**config.mk**
```make
export PLATFORM = sky130hd
export DESIGN_NAME = param_deserializer_ctrl
export DESIGN_NICKNAME = d
export VERILOG_FILES = /design/src/rtl/param_deserializer_ctrl.sv
export SDC_FILE = /design/constraint.sdc
export NUM_CORES = 1
export LEC_CHECK = 0
export ABC_AREA = 0
export BUFFER_PORTS_ARGS = -buffer_cell sky130_fd_sc_hd__buf_2
export CORE_ASPECT_RATIO = 1.1
export CORE_MARGIN = 2
export CORE_UTILIZATION = 49
export CTS_BUF_LIST = sky130_fd_sc_hd__clkbuf_4 sky130_fd_sc_hd__clkbuf_8
export DETAILED_ROUTE_END_ITERATION = 8
export GPL_TIMING_DRIVEN = 1
export PLACE_DENSITY = 0.78
export SETUP_SLACK_MARGIN = 0.15
export SKIP_LAST_GASP = 1
export SYNTH_ARGS = -nofsm -noshare
export SYNTH_HDL_FRONTEND = slang
export SYNTH_SLANG_ARGS = --single-unit
```
**constraint.sdc**
```tcl
create_clock -name clk -period 1.35 [get_ports clk]
set_input_delay 0.135 -clock clk [delete_from_list [all_inputs] [get_ports clk]]
set_output_delay 0.135 -clock clk [all_outputs]
set_load 0.02 [all_outputs]
```
**src/rtl/param_deserializer_ctrl.sv**
```systemverilog
// param_deserializer_ctrl: steps a subword index across 2, 4 or 8 incoming
// nibbles (least-significant first), stores them in 8x4 subword storage and
// presents the assembled 32-bit word on a valid/ready output.
//
// Optional feature macro: DESER_CTRL_SIGN_EXT_EN
//   defined   -> start_signed port exists; byte/half results may be sign-extended
//   undefined -> no start_signed port; byte/half results are zero-extended
//
// Handshakes: a transfer happens on a rising clk edge exactly when the
// channel's val and rdy are both high; a producer may hold val high
// indefinitely and must keep its data stable while val && !rdy.
// The FSM state is fully observable as {word_val, nib_rdy, busy}.
module param_deserializer_ctrl (
  input  logic        clk,
  input  logic        reset_n,
  input  logic        start_val,
  output logic        start_rdy,
  input  logic [1:0]  start_len,
`ifdef DESER_CTRL_SIGN_EXT_EN
  input  logic        start_signed,
`endif
  input  logic        nib_val,
  output logic        nib_rdy,
  input  logic [3:0]  nib_data,
  output logic        word_val,
  input  logic        word_rdy,
  output logic [31:0] word_data,
  output logic [2:0]  nib_idx,
  output logic        busy
);

  typedef enum logic [1:0] {
    IDLE = 2'd0,
    FILL = 2'd1,
    FULL = 2'd2
  } state_t;

  state_t           state;
  logic [2:0]       idx;
  logic [7:0][3:0]  sub;
  logic [1:0]       len_q;
  logic             signed_q;
  logic             sgn_in;
  logic [2:0]       last;
  logic [31:0]      word_ext;

`ifdef DESER_CTRL_SIGN_EXT_EN
  assign sgn_in = start_signed;
`else
  assign sgn_in = 1'b0;
`endif

  // Index of the final nibble for the captured access length.
  assign last = (len_q == 2'd0) ? 3'd1 :
                (len_q == 2'd1) ? 3'd3 : 3'd7;

  // Handshake and status outputs decode straight from the state register;
  // the only input-to-output path is word_rdy -> start_rdy while FULL.
  assign start_rdy = (state == IDLE) || ((state == FULL) && word_rdy);
  assign nib_rdy   = (state == FILL);
  assign word_val  = (state == FULL);
  assign busy      = (state != IDLE);
  assign nib_idx   = idx;

  // Apply zero/sign extension above the last valid nibble.
  always_comb begin
    word_ext = sub;
    case (len_q)
      2'd0:    word_ext[31:8]  = {24{signed_q & sub[1][3]}};
      2'd1:    word_ext[31:16] = {16{signed_q & sub[3][3]}};
      default: word_ext        = sub;
    endcase
  end

  // Outside FULL the raw storage is shown.
  assign word_data = (state == FULL) ? word_ext : sub;

  // Sequencing FSM: start capture, nibble writes, word hand-off.
  always_ff @(posedge clk or negedge reset_n) begin
    if (!reset_n) begin
      state    <= IDLE;
      idx      <= 3'd0;
      sub      <= '0;
      len_q    <= 2'd0;
      signed_q <= 1'b0;
    end else begin
      case (state)
        IDLE: begin
          if (start_val) begin
            len_q    <= start_len;
            signed_q <= sgn_in;
            sub      <= '0;
            idx      <= 3'd0;
            state    <= FILL;
          end
        end
        FILL: begin
          if (nib_val) begin
            sub[idx] <= nib_data;
            if (idx == last) begin
              state <= FULL;
            end else begin
              idx <= idx + 3'd1;
            end
          end
        end
        FULL: begin
          if (word_rdy) begin
            idx <= 3'd0;
            if (start_val) begin
              // Overlapped start: hand off the word and begin the next fill.
              len_q    <= start_len;
              signed_q <= sgn_in;
              sub      <= '0;
              state    <= FILL;
            end else begin
              state <= IDLE;
            end
          end
        end
        default: begin
          state <= IDLE;
          idx   <= 3'd0;
        end
      endcase
    end
  end

endmodule
```
**Yosys cells after proc, flatten, opt, wreduce, memory -nomap -nowiden**

Index checks and enable logic that the tools add are counted.

- Reduce and logical (&&, ||, !) cells: 12
- Bitwise gates (word level): 2
- $lt $le $gt $ge: 2
- $add $sub $neg: 1
- Muxes and demuxes: 29
- Equal/unequal tests: 9

Operators by type and width:

| kind | count |
|---|---|
| $mux 32 | 4 |
| $pmux 32 s3 | 1 |
| $bwmux 32 | 1 |
| $pmux 16 s2 | 1 |
| $mux 3 | 6 |
| $demux 4 s3 | 1 |
| $mux 2 | 6 |
| $pmux 3 s3 | 1 |
| $mux 8 | 1 |
| $reduce_and 4->1 | 2 |
| $ne 2x2->1 const B | 3 |
| $pmux 2 s3 | 1 |
| $eq 2x1->1 const B | 2 |
| $logic_not 2->1 | 2 |
| $lt 3x4->1 const B | 1 |
| $mux 4 | 1 |
| $ne 2x1->1 const B | 2 |
| $pmux 2 s2 | 1 |
| $reduce_bool 2->1 | 2 |
| $add 3x1->3 const B | 1 |
| $eq 3x3->1 | 1 |
| $ge 3x1->1 const B | 1 |
| $mux 1 | 3 |
| $reduce_and 3->1 | 1 |
| 7 further kinds | 9 |

- Output and inout port bits: 39
- Word-level logic and storage cells: 67
- Input bits: 11
- Bits in registers: 40

**Longest topological paths before layout**

- Word-level depth: 7
- Depth in mapped cells: 6
- Depth with buffers taken out: 5

**Worst setup path after synthesis**

Ideal clock, no wire load.

- Path type: register -> register
- Start point: register idx[1], in the netlist nib_idx[1]
- End point: register idx[2], in the netlist nib_idx[2]
- Arrival time: 1.509 ns
- Slack: -0.283 ns
- Path buffers: 1
- Setup time: 0.124 ns
- Clock period less this slack: 1.633 ns
- Stages on the path, launching flop included: 6
- Required time: 1.226 ns
- Path through: dfrtp_1 -> buf_4 -> nor4_4 -> o31ai_2 -> and4b_1 -> a211o_1

- Word-level cells in the longest chain between the ends: 4

RTL lines:

| what | RTL line | source |
|---|---|---|
| start, declared | 39 | `logic [2:0] idx;` |
| start signal, assigned | 103 | `idx <= idx + 3'd1;` |
| $add 3x1->3 | 103 |  |
| $mux 3 | 100 | `if (idx == last) begin` |
| $mux 3 | 98 | `if (nib_val) begin` |
| $pmux 3 s3 | 87 | `case (state)` |

Several ways; a longest one is shown, not always the timed one. The select of a mux whose other input is x is not followed.
A chain may end at the register's enable or synchronous reset.

**Final worst setup path**

- Start point: register state[1]
- End point: output word_data[19]

- Word-level cells in the longest chain between the ends: 2

RTL lines:

| what | RTL line | source |
|---|---|---|
| start, declared | 38 | `state_t state;` |
| start signal, assigned | 81 | `state <= IDLE;` |
| start signal, assigned | 94 | `state <= FILL;` |
| start signal, assigned | 101 | `state <= FULL;` |
| $eq 2x2->1 | 76 | `assign word_data = (state == FULL) ? word_ext : sub;` |
| $mux 32 | 76 |  |
| end, declared | 27 | `output logic [31:0] word_data,` |

Every way passes these cells.

==> impl_metrics.tcl <==
set metrics [dict create \
    outcome "finished, violations left" \
    violations "negative setup slack" \
    grt_setup_unrepaired "true" \
    final_common_cell "dfrtp_1" \
    synthToLayoutAreaGrowth_pct 56.4 \
    vias_per_cell 5.60 \
    ir_drop_v 0.00154 \
    finClkSkew_ns 0.00737 \
    yosysTopAreaCell "dfrtp_1" \
    dp_cells 288 \
    placeableCoreArea_um2 3900 \
    syn_avg_cell_area_um2 10.9 \
    port_buffers 49 \
    fin_cells 315 \
    syn_inst 181 \
    num_antenna_cells 0 \
    yosys.cell_types.count 33 \
    p_leak_nw 1.47 \
    syn_area_um2 1970 \
    slew_violations 0 \
    grt_pass1_vias 1690 \
    hpwl_um 3200 \
    min_period_ns 1.64 \
    die-area_um2 4530 \
    clk_pin_slew_ns 0.07 \
    finalWorstSetupSlack_ns -0.294 \
    drv_cap 0 \
    hold_path.class "primary input to register" \
    crit_fanout 8 \
    grt_antenna_before_repair 0 \
    grt_max_degree 17 \
    routed_wl_um 5550 \
    grt_overflow_total 0 \
    avgRoutedWirePerCell_um 17.6 \
    grt_usage_pct 23.3 \
    yosysTopAreaCellShare_pct 49.6 \
    ys.warnings.count 0 \
    die_w_um 64.4 \
    synth_top_cells_by_area "dfrtp_1, o2bb2ai_1, nor2b_1" \
    required_ns 1.22 \
    min_period_over_period_pct 122 \
    die_h_um 70.4 \
    cts_tree "done" \
    finalHoldViolations 0 \
    gp_congestion 0.762 \
    synth_edf_count 0 \
    setup_tns_ns -15.90 \
    numCtsBuffers 5 \
    grt_first_pass_wirelength_um 8160 \
    endpoint_kind "output port" \
    setup_viol 65 \
    drc 0 \
    clock_path_buffers 2 \
    max_slew.worst_pin.slew_ns 0.468 \
    async_reset_ff_share_pct 100 \
    fmax_mhz 608 \
    ys_ff_latch 39 \
    critical_path_class "register to output port" \
    final_cell_mix "dfrtp_1, buf_6, buf_2" \
    start_util_pct 50.4 \
    fillers 233 \
    io_pins 50 \
    clock_sinks 39 \
    synth_nets 193 \
    p_per_area_nw_per_um2 2460 \
    htreeDepth 2 \
    final_antenna_net_count 0 \
    yosysSeqAreaShare_pct 49.6 \
    fp-row-count 24 \
    clkLatencyLatePin_ns 0.29 \
    drive_above_1_share_pct 59.3 \
    final_nets 274 \
    slew_headroom_pct 68.7 \
    via_count 1765 \
    synth_flop_cell "dfrtp_1" \
    drt_first_iter_violations 73 \
    drtPass1Iterations 4 \
    cts_root_buf "clkbuf_8" \
    critPathArrivalTime_ns 1.51 \
    start_kind "register" \
]
==> kinds of logic (layout without fill, tap and decap cells) <==
kind of cell	count (synthesis)	after routing	synth area share, %
AO/OA/AOI/OAI	50	50	21.3
flip-flops	39	39	49.7
multiplexers	3	3	1.72
buffers and inverters	18	100	5.54
AND/OR/NAND/NOR	70	70	21.2
adder cells (fa/ha/maj)	1	1	0.636
==> path summary, 6_finish.rpt <==
path                              startpoint             to  slack (ns)  cells past startpoint
worst max-delay path                state[1]  word_data[19]       -0.29                      6
worst min-delay path            start_len[1]       len_q[1]        0.08                      2
worst max register to register      state[1]         sub[1]       -0.28                      8
worst min register to register       sub[17]        sub[17]        0.49                      1
max in group asynchronous            reset_n        sub[29]        0.55                      3
min in group asynchronous            reset_n     nib_idx[1]        0.30                      2
==> per-stage QoR <==
step | utilization (%) | setup slack (ns) | hold slack [ns] | total power, W | area (um2)
floorplan | - | -0.176 | -0.161 | 0.00450 | 2100
global route | 78.8 | -0.366 | 0.0802 | 0.00797 | 3070
detailed placement | 62.9 | -0.215 | 0.0643 | 0.00537 | 2450
global placement | 62.9 | -0.142 | 0.0665 | 0.00532 | 2450
CTS | 73.1 | -0.271 | 0.0713 | 0.00696 | 2850
finish | 78.8 | -0.294 | 0.0768 | 0.00756 | 3070
==> final cells by class <==
class,instances,area (um2),share of cell area (%)
Clock buffer,5,68.8,2.24
Clock inverter,3,43.8,1.42
Sequential cell,39,982,31.9
Timing Repair Buffer,88,722,23.5
Multi-Input combinational cell,124,1170,38.1
Tap cell,52,65.1,2.12
Inverter,4,20.0,0.651
==> metal layers <==
layer  up-vias  track usage [%]  part of all wire (%)
met5         -                0                     0
met1       894             32.8                    44
met2        56             36.0                    51
met3         8             5.15                   3.9
met4         0             7.09                   1.2
li1        807                -                     -
==> report_power, final <==
part           internal, W  leakage [nW]  switching, W
clock             0.000550        0.0581      0.000414
combinational      0.00220         0.895       0.00230
sequential         0.00167         0.514      0.000430
total              0.00441          1.47       0.00315
==> worst max-delay path: stages, from the launching register on <==
cell	delay, ns
dfrtp_1	0.41
buf_6	0.13
nand2b_4	0.07
nor2_4	0.22
buf_6	0.19
nor2b_1	0.05
buf_4	0.15
==> registers in the layout (all words and copies together) (netlist names) <==
signal   cells
len_q        2
nib_idx      3
state        2
sub         32
==> Yosys cell counts (all sizes together), types with 2 or more instances <==
cell	count
dfrtp	39
o2bb2ai	32
nor2b	24
nand2	21
buf	13
and2b	5
nand3	5
nor2	5
o21ai	5
a21o	4
inv	3
mux2	3
a21oi	2
nand2b	2
nor3	2
o22ai	2
o31ai	2
==> what timing repair did <==
| action | 4_1_cts | 5_1_grt |
|---|---|---|
| setup buffers | 11 | 7 |
| gates resized for setup | 48 | 42 |
| setup endpoints to repair | 68 | 69 |
| gates cloned | 0 | 0 |
| pin swaps | 8 | 6 |
| hold buffers | 1 | 0 |
| endpoints found under the hold margin | 14 | 0 |
Note: power is estimated with default switching activity, not from simulation.
